File: config.mk
export PLATFORM = sky130hd
export DESIGN_NAME = frog_river_ctrl_flat
export DESIGN_NICKNAME = d
export VERILOG_FILES = /design/src/rtl/frog_river_ctrl_if.sv /design/src/rtl/frog_river_ctrl.sv /design/src/flat_wrapper.sv
export SDC_FILE = /design/constraint.sdc
export NUM_CORES = 1
export LEC_CHECK = 0
export ABC_AREA = 1
export CORE_MARGIN = 2
export CORE_UTILIZATION = 40
export CTS_CLUSTER_SIZE = 28
export DETAILED_ROUTE_END_ITERATION = 16
export GPL_TIMING_DRIVEN = 0
export PLACE_DENSITY = 0.64
export SLEW_MARGIN = 0
export SYNTH_ARGS = -nofsm -noshare
export SYNTH_HDL_FRONTEND = slang
export SYNTH_SLANG_ARGS = --single-unit
File: constraint.sdc
create_clock -name clk -period 4.81 [get_ports clk]
set_input_delay 0.7215 -clock clk [delete_from_list [all_inputs] [get_ports clk]]
set_output_delay 0.7215 -clock clk [all_outputs]
set_load 0.03 [all_outputs]
File: src/rtl/frog_river_ctrl_if.sv
// Bus between the log-movement stage / input decoder and the frog controller,
// plus the frog state fanned out to the renderer and HUD.
interface frog_river_ctrl_if #(
  parameter int unsigned NUM_LANES = 4
);
  logic [10*NUM_LANES-1:0] log_x_flat;
  logic                    log_step;
  logic                    move_up;
  logic                    move_down;
  logic                    move_left;
  logic                    move_right;
  logic [9:0]              frog_x;
  logic [3:0]              frog_row;
  logic [1:0]              lives;
  logic [7:0]              score;
  logic                    dying;
  logic                    game_over;

  modport master (
    output log_x_flat, log_step, move_up, move_down, move_left, move_right,
    input  frog_x, frog_row, lives, score, dying, game_over
  );

  modport slave (
    input  log_x_flat, log_step, move_up, move_down, move_left, move_right,
    output frog_x, frog_row, lives, score, dying, game_over
  );
endinterface

File: src/rtl/frog_river_ctrl.sv
// Frog position, log riding, drowning and the death/respawn/win sequence,
// with lives and score for the HUD.
module frog_river_ctrl #(
  parameter int unsigned BLOCK        = 32,
  parameter int unsigned LOG_WIDTH    = 96,
  parameter int unsigned LOG_SPEED    = 4,
  parameter int unsigned SCREEN_WIDTH = 320,
  parameter int unsigned NUM_LANES    = 4,
  parameter int unsigned RIVER_FIRST  = 1,
  parameter int unsigned START_X      = 128,
  parameter int unsigned START_ROW    = 9,
  parameter int unsigned LIVES_INIT   = 3,
  parameter int unsigned DEATH_CYCLES = 16
) (
  input  logic               clk,
  input  logic               reset,
  frog_river_ctrl_if.slave   bus
);
  localparam int unsigned X_W      = 10;
  localparam int unsigned ROW_W    = 4;
  localparam int unsigned SUM_W    = 11;
  localparam int unsigned CNT_W    = $clog2(DEATH_CYCLES);
  localparam int unsigned ROW_LAST = 9;

  localparam logic [1:0] ST_ALIVE = 2'd0;
  localparam logic [1:0] ST_DYING = 2'd1;
  localparam logic [1:0] ST_WIN   = 2'd2;
  localparam logic [1:0] ST_OVER  = 2'd3;

  logic [1:0]       state_q, state_d;
  logic [X_W-1:0]   x_q, x_d;
  logic [ROW_W-1:0] row_q, row_d;
  logic [1:0]       lives_q, lives_d;
  logic [7:0]       score_q, score_d;
  logic [CNT_W-1:0] cnt_q, cnt_d;
  logic             dying_q, dying_d;
  logic             over_q, over_d;

  logic signed [9:0]       sel_log;
  logic                    in_river;
  logic signed [SUM_W-1:0] log_lo, log_hi, frog_c;
  logic                    on_log;
  logic [SUM_W-1:0]        carry_x;
  logic                    carry_off;
  logic [1:0]              lives_dec;

  // Pick the log of the lane the frog currently stands in
  always_comb begin
    sel_log  = '0;
    in_river = 1'b0;
    for (int k = 0; k < NUM_LANES; k++) begin
      if (row_q == ROW_W'(RIVER_FIRST + k)) begin
        in_river = 1'b1;
        sel_log  = bus.log_x_flat[10*k +: 10];
      end
    end
  end

  // Frog centre must lie within the log span; log edge may be negative
  assign log_lo    = {sel_log[9], sel_log};
  assign log_hi    = log_lo + $signed(SUM_W'(LOG_WIDTH - 1));
  assign frog_c    = $signed({1'b0, x_q} + SUM_W'(BLOCK / 2));
  assign on_log    = in_river && (log_lo <= frog_c) && (frog_c <= log_hi);
  assign carry_x   = {1'b0, x_q} + SUM_W'(LOG_SPEED);
  assign carry_off = (carry_x + SUM_W'(BLOCK)) > SUM_W'(SCREEN_WIDTH);
  assign lives_dec = (lives_q == 2'd0) ? 2'd0 : lives_q - 2'd1;

  always_comb begin
    state_d = state_q;
    x_d     = x_q;
    row_d   = row_q;
    lives_d = lives_q;
    score_d = score_q;
    cnt_d   = cnt_q;
    dying_d = dying_q;
    over_d  = over_q;
    case (state_q)
      ST_ALIVE: begin
        if ((in_river && !on_log) || (in_river && bus.log_step && carry_off)) begin
          state_d = ST_DYING;
          lives_d = lives_dec;
          cnt_d   = '0;
          dying_d = 1'b1;
        end else if (in_river && bus.log_step) begin
          x_d = carry_x[X_W-1:0];
        end else if (bus.move_up) begin
          if (row_q != '0) row_d = row_q - ROW_W'(1);
          if (row_q == ROW_W'(1)) state_d = ST_WIN;
        end else if (bus.move_down) begin
          if (row_q < ROW_W'(ROW_LAST)) row_d = row_q + ROW_W'(1);
        end else if (bus.move_left) begin
          x_d = (x_q < X_W'(BLOCK)) ? '0 : x_q - X_W'(BLOCK);
        end else if (bus.move_right) begin
          x_d = (x_q >= X_W'(SCREEN_WIDTH - 2*BLOCK)) ? X_W'(SCREEN_WIDTH - BLOCK)
                                                      : x_q + X_W'(BLOCK);
        end
      end
      ST_DYING: begin
        if (cnt_q == CNT_W'(DEATH_CYCLES - 1)) begin
          dying_d = 1'b0;
          if (lives_q == 2'd0) begin
            state_d = ST_OVER;
            over_d  = 1'b1;
          end else begin
            state_d = ST_ALIVE;
            x_d     = X_W'(START_X);
            row_d   = ROW_W'(START_ROW);
          end
        end else begin
          cnt_d = cnt_q + CNT_W'(1);
        end
      end
      ST_WIN: begin
        if (score_q != 8'hFF) score_d = score_q + 8'd1;
        state_d = ST_ALIVE;
        x_d     = X_W'(START_X);
        row_d   = ROW_W'(START_ROW);
      end
      ST_OVER: ;
      default: state_d = ST_ALIVE;
    endcase
  end

  always_ff @(posedge clk) begin
    if (reset) begin
      state_q <= ST_ALIVE;
      x_q     <= X_W'(START_X);
      row_q   <= ROW_W'(START_ROW);
      lives_q <= 2'(LIVES_INIT);
      score_q <= '0;
      cnt_q   <= '0;
      dying_q <= 1'b0;
      over_q  <= 1'b0;
    end else begin
      state_q <= state_d;
      x_q     <= x_d;
      row_q   <= row_d;
      lives_q <= lives_d;
      score_q <= score_d;
      cnt_q   <= cnt_d;
      dying_q <= dying_d;
      over_q  <= over_d;
    end
  end

  assign bus.frog_x    = x_q;
  assign bus.frog_row  = row_q;
  assign bus.lives     = lives_q;
  assign bus.score     = score_q;
  assign bus.dying     = dying_q;
  assign bus.game_over = over_q;
endmodule

File: src/flat_wrapper.sv
// flat-port wrapper written by rule: the top's interface ports become plain ports
module frog_river_ctrl_flat 
#(
  parameter int unsigned BLOCK        = 32,
  parameter int unsigned LOG_WIDTH    = 96,
  parameter int unsigned LOG_SPEED    = 4,
  parameter int unsigned SCREEN_WIDTH = 320,
  parameter int unsigned NUM_LANES    = 4,
  parameter int unsigned RIVER_FIRST  = 1,
  parameter int unsigned START_X      = 128,
  parameter int unsigned START_ROW    = 9,
  parameter int unsigned LIVES_INIT   = 3,
  parameter int unsigned DEATH_CYCLES = 16
)
  (clk, reset, bus_log_x_flat, bus_log_step, bus_move_up, bus_move_down, bus_move_left, bus_move_right, bus_frog_x, bus_frog_row, bus_lives, bus_score, bus_dying, bus_game_over);
  frog_river_ctrl_if #(.NUM_LANES(NUM_LANES)) bus_i ();
  input  logic clk;
  input  logic reset;
  input wire logic [$bits(bus_i.log_x_flat)-1:0] bus_log_x_flat;
  input wire logic [$bits(bus_i.log_step)-1:0] bus_log_step;
  input wire logic [$bits(bus_i.move_up)-1:0] bus_move_up;
  input wire logic [$bits(bus_i.move_down)-1:0] bus_move_down;
  input wire logic [$bits(bus_i.move_left)-1:0] bus_move_left;
  input wire logic [$bits(bus_i.move_right)-1:0] bus_move_right;
  output wire logic [$bits(bus_i.frog_x)-1:0] bus_frog_x;
  output wire logic [$bits(bus_i.frog_row)-1:0] bus_frog_row;
  output wire logic [$bits(bus_i.lives)-1:0] bus_lives;
  output wire logic [$bits(bus_i.score)-1:0] bus_score;
  output wire logic [$bits(bus_i.dying)-1:0] bus_dying;
  output wire logic [$bits(bus_i.game_over)-1:0] bus_game_over;
  assign bus_i.log_x_flat = bus_log_x_flat;
  assign bus_i.log_step = bus_log_step;
  assign bus_i.move_up = bus_move_up;
  assign bus_i.move_down = bus_move_down;
  assign bus_i.move_left = bus_move_left;
  assign bus_i.move_right = bus_move_right;
  assign bus_frog_x = bus_i.frog_x;
  assign bus_frog_row = bus_i.frog_row;
  assign bus_lives = bus_i.lives;
  assign bus_score = bus_i.score;
  assign bus_dying = bus_i.dying;
  assign bus_game_over = bus_i.game_over;
  frog_river_ctrl #(.BLOCK(BLOCK), .LOG_WIDTH(LOG_WIDTH), .LOG_SPEED(LOG_SPEED), .SCREEN_WIDTH(SCREEN_WIDTH), .NUM_LANES(NUM_LANES), .RIVER_FIRST(RIVER_FIRST), .START_X(START_X), .START_ROW(START_ROW), .LIVES_INIT(LIVES_INIT), .DEATH_CYCLES(DEATH_CYCLES)) u_core (.clk(clk), .reset(reset), .bus(bus_i));
endmodule
# Yosys cells after proc, flatten, opt, wreduce, memory -nomap -nowiden
# Cells that the tools add are included.
[classes] add_sub_neg=11 n_eq_ne=23 magnitude_cmp=6 reduce_logical=20 muxes=42
[ops] op="2-to-1 mux 10 bit" n=14
[ops] op="2-to-1 mux 4 bit" n=10
[ops] op="one-hot mux 10 bit (3 select lines)" n=1
[ops] op="!= test 3 x 2 -> 1 bit, second input constant" n=5
[ops] op="2-to-1 mux 2 bit" n=7
[ops] op="one-hot mux 4 bit (3 select lines)" n=1
[ops] op="adder 10 x 3 -> 11 bit, second input constant" n=1
[ops] op="adder 10 x 5 -> 11 bit, second input constant" n=1
[ops] op="adder 10 x 8 -> 11 bit, second input constant" n=1
[ops] op="adder 11 x 6 -> 11 bit, second input constant" n=1
[ops] op="greater-than comparator 11 x 9 -> 1 bit, second input constant" n=1
[ops] op="<= comparator 10 x 11 -> 1 bit" n=1
[ops] op="<= comparator 11 bit" n=1
[ops] op="adder 10 x 6 -> 10 bit, second input constant" n=1
[ops] op="greater-or-equal comparator 10 x 9 -> 1 bit, second input constant" n=1
[ops] op="less-than comparator 10 x 6 -> 1 bit, second input constant" n=1
[ops] op="subtractor 10 x 6 -> 10 bit, second input constant" n=1
[ops] op="AND reduction 3 bit" n=3
[ops] op="adder 4 x 1 -> 4 bit, second input constant" n=2
[ops] op="adder 8 x 1 -> 8 bit, second input constant" n=1
[ops] op="== test 4 x 2 -> 1 bit, second input constant" n=2
[ops] op="!= test 2 bit, second input constant" n=4
[ops] op="!= test 8 bit, second input constant" n=1
[ops] op="one-hot mux 4 bit (2 select lines)" n=1
[ops] op="other kinds (26)" n=39
[word_totals] regBits=32 word_cells=110 out_inout_bits=26 inputBits=47

# Logic depth before layout (Yosys ltp)
# Gate-level depths: netlist of the first run.
[logic_depth] depth_word=13 mapped_depth=33 depth_no_buf=33

# Worst setup path before layout of the first run
# OpenSTA, ideal clock, no wires.
[synth_timing] kind="register to register" start="register u_core.row_q[0], in the netlist u_core.bus.frog_row[0]" end="register u_core.x_q[7], in the netlist u_core.bus.frog_x[7]" setup_slack_ps=1076 setup_time_ps=120 required_ps=4690 period_less_slack_ps=3734 arrival_ps=3614 n_path_buf=0 stages_incl_launch_ff=27 path_cell_list="dfxtp_1 inv_1 ha_1 nand3_4 nand2_1 inv_2 nand3_1 o221ai_1 ha_1 inv_1 nor3_2 nand2_1 nand2_1 nand2_1 nand2_1 nand2_1 ha_1 a21oi_1 o21ai_0 nor2_1 nand3_1 nand3_1 nand2_2 nand3_4 nand3_4 a21oi_1 o21ai_1"
[synth_via] elab_chain_cells=13 elab_cells_between_ends=30 cone_classes="add/sub: 1; order compare: 2; eq/ne: 8; mux: 11; reduce/logical: 8"
[synth_lines] element="start: declaration" line_no="frog_river_ctrl.sv:32" text="logic [ROW_W-1:0] row_q, row_d;"
[synth_lines] element="start signal: assignment" line_no="frog_river_ctrl.sv:128" text="row_q <= ROW_W'(START_ROW);"
[synth_lines] element="start signal: assignment" line_no="frog_river_ctrl.sv:137" text="row_q <= row_d;"
[synth_lines] element="== test 4 x 1 -> 1 bit" line_no="frog_river_ctrl.sv:52" text="if (row_q == ROW_W'(RIVER_FIRST + k)) begin"
[synth_lines] element="2-to-1 mux 10 bit (4 in a row)" line_no="frog_river_ctrl.sv:52"
[synth_lines] element="adder 10 x 8 -> 11 bit or <= comparator 10 x 11 -> 1 bit (tied branches)" line_no="frog_river_ctrl.sv:61, frog_river_ctrl.sv:63"
[synth_lines] element="<= comparator 11 bit or logical AND 1 bit (tied branches)" line_no="frog_river_ctrl.sv:63" text="assign on_log = in_river && (log_lo <= frog_c) && (frog_c <= log_hi);"
[synth_lines] element="logical AND 1 bit" line_no="frog_river_ctrl.sv:63"
[synth_lines] element="zero test 1 bit" line_no="frog_river_ctrl.sv:79" text="if ((in_river && !on_log) || (in_river && bus.log_step && carry_off)) begin"
[synth_lines] element="logical AND 1 bit" line_no="frog_river_ctrl.sv:79"
[synth_lines] element="logical OR 1 bit" line_no="frog_river_ctrl.sv:79"
[synth_lines] element="!= test 2 bit (no line)"
[synth_lines] element="AND reduction 7 bit (no line)"
[synth_lines] element="end signal: assignment" line_no="frog_river_ctrl.sv:127" text="x_q <= X_W'(START_X);"
[synth_lines] element="end: declaration" line_no="frog_river_ctrl.sv:31" text="logic [X_W-1:0] x_q, x_d;"
# Several ways; a longest one is shown, not always the timed one. The select of a mux whose other input is x is not followed.
# A chain may end at the register's enable or synchronous reset.

# Final worst setup path of the first run
# Ends and elaborated chain as after synthesis.

==> flow_summary.toml, run 1 <==
[status]
status = "completed"

[floorplanning]
dieArea_mm2 = 0.00889
io-pin-count = 73
die_w_um = 94.3
die_h_um = 94.3
core_area_mm2 = 0.00781
row_count = 32
start_util_pct = 41.8

[critical_path]
critPathKind = "flop to flop"
cp-start-kind = "flop"
cp.arrival_ns = 4.46
cp_slowest_cell = "nor2_4"
critPathMaxStageDelay_ns = 0.38
critPathMostFrequentCell = "nand2_1"
endpoint_kind = "flop"
cp.required_ns = 4.98
cp_max_fo = 10

[yosys]
ys_warn_count = 0
ys_top_cells_by_area = "dfxtp_1, nand2_1, ha_1"
synth_xor_area_share_pct = 3.76
ys_seq_area_share_pct = 18.4
ys_types = 42
ys.flop_type = "dfxtp_1"
syn_area_mm2 = 0.00326
synth_top_cell_by_area = "dfxtp_1"
async_flop_share_pct = 0
synth-simple-area-share_pct = 38.6
synth_top_area_share_pct = 18.4
synth_compound_area_share_pct = 15.0
synth.avg_cell_area_um2 = 6.25
synth_top_family_by_area = "simple AND/OR/NAND/NOR gates"
synth.most_common_cell = "nand2_1"
synth_fa_ha_area_share_pct = 13.4
synth_mux_area_share_pct = 0
netlist_top_cells_count = "nand2_1, inv_1, nor2_1"
synth-edff-count = 0
syn_inst = 522
ys_ff_latch = 30

[cts]
cts_tree = "built"
numCtsBuffers = 5
cts_setup_buffers = 0
hold_buffers = 0
htreeDepth = 2
clock_sinks = 30
cts_resized = 0
cts-root-buf = "clkbuf_8"
clk_path_buf_depth = 2
clkSlewWorstSetupHoldPaths_ns = 0.06
clock_latency_ns = 0.28

[routing]
vias_per_cell = 4.99
drt_wl_total_um = 8640
met3_wirelength_um = 270
wl_met2_um = 4060
highest_layer = "met4"
drtPass1Iterations = 4
num_vias = 3507
wl_met1_um = 4280
wl_per_cell_um = 12.3
drc = 0
drtAntennaViolNets = 0
first_iter_violations = 212

[placement]
port_buffers = 70
hpwl_um = 7230
dpl_worst_slack_ns = 0.548
dpl_cell_area_mm2 = 0.00409
routabilityCongestion = 0.858

[sta]
hold_violations = 0
fin_skew_ns = 0.00285
finalCritPeriodShare_pct = 89.3
relSlewSlack_pct = 61.8
tightest_slew_ns = 0.573
finalSetupViolCount = 0
fin_crit_ns = 4.29
drv_slew = 0
worst_slack_ns = 0.516
tns_ns = 0
rsz0062_at_grt = "false"
fmax_mhz = 233

[global_route]
grt.overflow.total = 0
grt_pass1_wl_um = 14500
antenna_found_initial = 0
first_global_vias = 3210
grt_usage_pct = 20.0
grt_max_degree = 11

[worst_hold_path]
worstHoldPathType = "flop to flop"

[power_and_ir_drop]
leakagePower_nw = 1.94
peakVddDrop_uv = 231
power_mw = 2.19
powerDensity_mw_per_mm2 = 524

[final_layout]
final_layout_size_suffix_gt1_share_pct = 7.99
fin_area_mm2 = 0.00418
syn2layout_area_growth_pct = 28.3
insertedDiodeCount = 0
fin_util_pct = 53.6
fin_nets = 682

[flow_run]
drv_cap = 0
-- cells in the final DEF (no fill, tap or decap), types with 6 or more instances in the layout --
cell               n
a21oi_1           27
a31oi_1            6
clkbuf_8           6
clkdlybuf4s50_1   70
dfxtp_1           30
ha_1              35
inv_1             70
inv_2              6
nand2_1          131
nand2_2            8
nand3_1           42
nand4_1            6
nor2_1            59
nor3_1             7
o21ai_0           26
o22ai_1            8
xor2_1            12
-- where the power goes --
part | switching (mW) | internal (mW)
logic | 0.974 | 0.600
registers | 0.0963 | 0.313
clock network | 0.0927 | 0.115
total | 1.16 | 1.03
-- state kept, by name, indices dropped and copies added (netlist names) --
register              flops
u_core.bus.score          8
u_core.bus.frog_x         8
u_core.cnt_q              4
u_core.bus.dying          1
u_core.bus.game_over      1
u_core.state_q            2
u_core.bus.frog_row       4
u_core.bus.lives          2
-- cell families (layout without fill, tap and decap cells) --
kind of cell / Yosys count / in the layout
xor+xnor: 14 / 14
fa+ha+maj: 35 / 35
compound gates: 84 / 84
simple gates: 271 / 271
flops: 30 / 30
other cells: 1 / 2
buf+inv: 87 / 165
-- final timing paths --
path	from	endpoint	slack (ns)	depth (start not counted)
max	u_core.bus.frog_row[0]$_SDFFE_PP1P_	u_core.bus.frog_x[7]$_SDFFE_PP1P_	0.52	28
min	u_core.bus.score[4]$_SDFFE_PP0P_	u_core.bus.score[4]$_SDFFE_PP0P_	0.47	2
max reg2reg	u_core.bus.frog_row[0]$_SDFFE_PP1P_	u_core.bus.frog_x[7]$_SDFFE_PP1P_	0.52	28
min reg2reg	u_core.bus.score[4]$_SDFFE_PP0P_	u_core.bus.score[4]$_SDFFE_PP0P_	0.47	2
-- metrics by stage --
step | hold slack, ns | std cells
finish | 0.470 | 703
global route | 0.488 | 703
CTS | 0.473 | 703
detailed placement | 0.461 | 695
global placement | 0.451 | 695
floorplan | 0.480 | 523
-- critical path, delay by kind of cell, from the launching register on --
| family | cells | cell delay, ns |
|---|---|---|
| AO/OA/AOI/OAI | 3 | 0.39 |
| adder cells (fa/ha/maj) | 3 | 0.76 |
| buffers and inverters | 3 | 0.56 |
| flip-flops | 1 | 0.37 |
| AND/OR/NAND/NOR | 19 | 2.11 |
-- routing by layer --
metal / vias to the layer above / GRT usage, %
met3: 5 / 2.25
li1: 1866 / -
met4: 0 / 2.54
met1: 1586 / 26.9
met2: 50 / 35.1
met5: - / 0
-- area by class of cell --
class	count	area, µm²
inverters	77	289
clock inverters	1	5.00
repair buffers	70	701
fillers	819	3620
well taps	102	128
clock buffers	7	86.3
plain buffers	10	58.8
multi-input cells	406	2320
flip-flops and latches	30	601
No activity file was read; power rests on OpenSTA's default activity.
==> inputs of run 2 (changes only) <==
--- a/config.mk
+++ b/config.mk
@@ -7,11 +7,11 @@
 export LEC_CHECK = 0
 export ABC_AREA = 1
 export CORE_MARGIN = 2
-export CORE_UTILIZATION = 40
+export CORE_UTILIZATION = 25
 export CTS_CLUSTER_SIZE = 28
 export DETAILED_ROUTE_END_ITERATION = 16
 export GPL_TIMING_DRIVEN = 0
-export PLACE_DENSITY = 0.64
+export PLACE_DENSITY = 0.43
 export SLEW_MARGIN = 0
 export SYNTH_ARGS = -nofsm -noshare
 export SYNTH_HDL_FRONTEND = slang
==> run 2 against run 1 <==
  * Sequential share of layout area is 0.53 points lower
  * Clock power rose by 53%
  * First-iteration DRC count fell by 40%
  * Via count is 0.66% lower
  * Fmax rose by 0.42%
  * Flip-flop and latch count unchanged
  * Worst hold slack lost 0.0043 ns
  * Wire length is 12% higher
  * Worst setup slack better by 0.018 ns
  * Final cell count increased by 10%
  * Combinational power is essentially flat
  * Critical path type unchanged
  * Largest power group unchanged
==> flow_summary.toml, run 2 (same netlist as run 1, synthesis figures left out) <==
[status]
status = "completed"

[power_and_ir_drop]
pwr-share-seq_pct = 17.9
p_int_mw = 1.12
power_switching_mw = 1.20
powerDensity_mw_per_mm2 = 533
combPwrFrac_pct = 68.4
switching_share_pct = 51.7
peakVddDrop_uv = 189
p_clk_share_pct = 13.8
leakagePower_nw = 1.98

[global_route]
grt.overflow.total = 0
grt_usage_pct = 14.0
first_global_vias = 3441
antenna_found_initial = 0
grt_pass1_wl_um = 16200
grt_max_degree = 11

[final_layout]
fin_nets = 684
register_area_um2 = 601
syn2layout_area_growth_pct = 33.2
final_layout_size_suffix_gt1_share_pct = 8.29
fillCellCount = 1407
layout_common_cells = "nand2_1, inv_1, clkdlybuf4s50_1"
multi_input_area_mm2 = 0.00232
fin_util_pct = 34.3
final_common_cell = "nand2_1"
insertedDiodeCount = 0

[critical_path]
cp_max_fo = 9
cp_slowest_cell = "dfxtp_1"
cp.arrival_ns = 4.44
cp.required_ns = 4.97
endpoint_kind = "flop"
critPathKind = "flop to flop"
critPathMaxStageDelay_ns = 0.42
critPathMostFrequentCell = "nand2_1"
cp-start-kind = "flop"

[placement]
hpwl_um = 7910
port_buffers = 70
routabilityCongestion = 0.820

[floorplanning]
io-pin-count = 73
core_area_mm2 = 0.0127
start_util_pct = 25.7
row_count = 41
die_h_um = 118
dieArea_mm2 = 0.0140
die_w_um = 118

[cts]
cts_resized = 0
cts-root-buf = "clkbuf_16"
clock_sinks = 30
clkSlewWorstSetupHoldPaths_ns = 0.05
cts_tree = "built"
numCtsBuffers = 5
clock_latency_ns = 0.27
clk_path_buf_depth = 2
htreeDepth = 2

[routing]
wl_per_cell_um = 12.5
vias_per_cell = 4.50
first_iter_violations = 127
num_vias = 3484
drtAntennaViolNets = 0
drtPass1Iterations = 4
drt_wl_total_um = 9670
drc = 0

[sta]
fmax_mhz = 234
finalCritPeriodShare_pct = 88.9
drv_slew = 0
fin_skew_ns = 0.00386
relSlewSlack_pct = 61.8
tns_ns = 0
tightest_slew_ns = 0.572
hold_slack_ns = 0.466
rsz0062_at_grt = "false"
finalSetupViolCount = 0
fin_crit_ns = 4.28
hold_violations = 0

[worst_hold_path]
worstHoldPathType = "flop to flop"

[flow_run]
drv_cap = 0
run 2: per-stage QoR:
stage	instances	total power, mW	instance area, µm²	worst slack [ns]
2_1_floorplan	523	1.57	3260	1.08
3_5_place_dp	765	2.01	4180	0.412
3_3_place_gp	765	2.00	4180	0.486
5_1_grt	775	2.58	4340	0.0223
4_1_cts	773	2.35	4330	0.394
6_report	775	2.31	4340	0.534
run 2: final timing paths:
check | start | end | slack [ns] | cells after the start
max | u_core.bus.frog_row[0]$_SDFFE_PP1P_ | u_core.bus.frog_x[7]$_SDFFE_PP1P_ | 0.53 | 27
min | u_core.bus.score[4]$_SDFFE_PP0P_ | u_core.bus.score[4]$_SDFFE_PP0P_ | 0.47 | 2
max reg2reg | u_core.bus.frog_row[0]$_SDFFE_PP1P_ | u_core.bus.frog_x[7]$_SDFFE_PP1P_ | 0.53 | 27
min reg2reg | u_core.bus.score[4]$_SDFFE_PP0P_ | u_core.bus.score[4]$_SDFFE_PP0P_ | 0.47 | 2
run 2: area by class of cell:
class | instances | area share [%]
Buffer | 10 | 1.35
Clock inverter | 1 | 0.115
Clock buffer | 7 | 3.28
Timing Repair Buffer | 72 | 16.5
Inverter | 77 | 6.66
Sequential cell | 30 | 13.8
Multi-Input combinational cell | 406 | 53.3
Tap cell | 172 | 4.96
run 2: worst max-delay path: cells and delay by family, from the launching register on:
kind | cells | cell delay (ns)
compound gates | 3 | 0.35
flops | 1 | 0.42
buf+inv | 3 | 0.37
simple gates | 18 | 2.09
fa+ha+maj | 3 | 0.91
run 2: power by group through the flow:
stage               Clock [mW]  Sequential, mW  Combinational, mW
detailed placement           0           0.420               1.60
floorplan                    0           0.489               1.09
global placement             0           0.419               1.58
global route             0.342           0.426               1.81
finish                   0.319           0.413               1.58
CTS                      0.331           0.415               1.60
run 2: repair_timing:
item | CTS | global route
buffers inserted | 0 | 2
hold buffers | 0 | 0
setup endpoints to repair | 0 | 21
run 2: routing by layer:
metal,vias up,wire (µm),track usage [%]
met3,5,303,2.03
met5,-,0,0
li1,1864,-,-
met4,0,73,2.64
met1,1565,4480,17.6
met2,50,4810,25.4
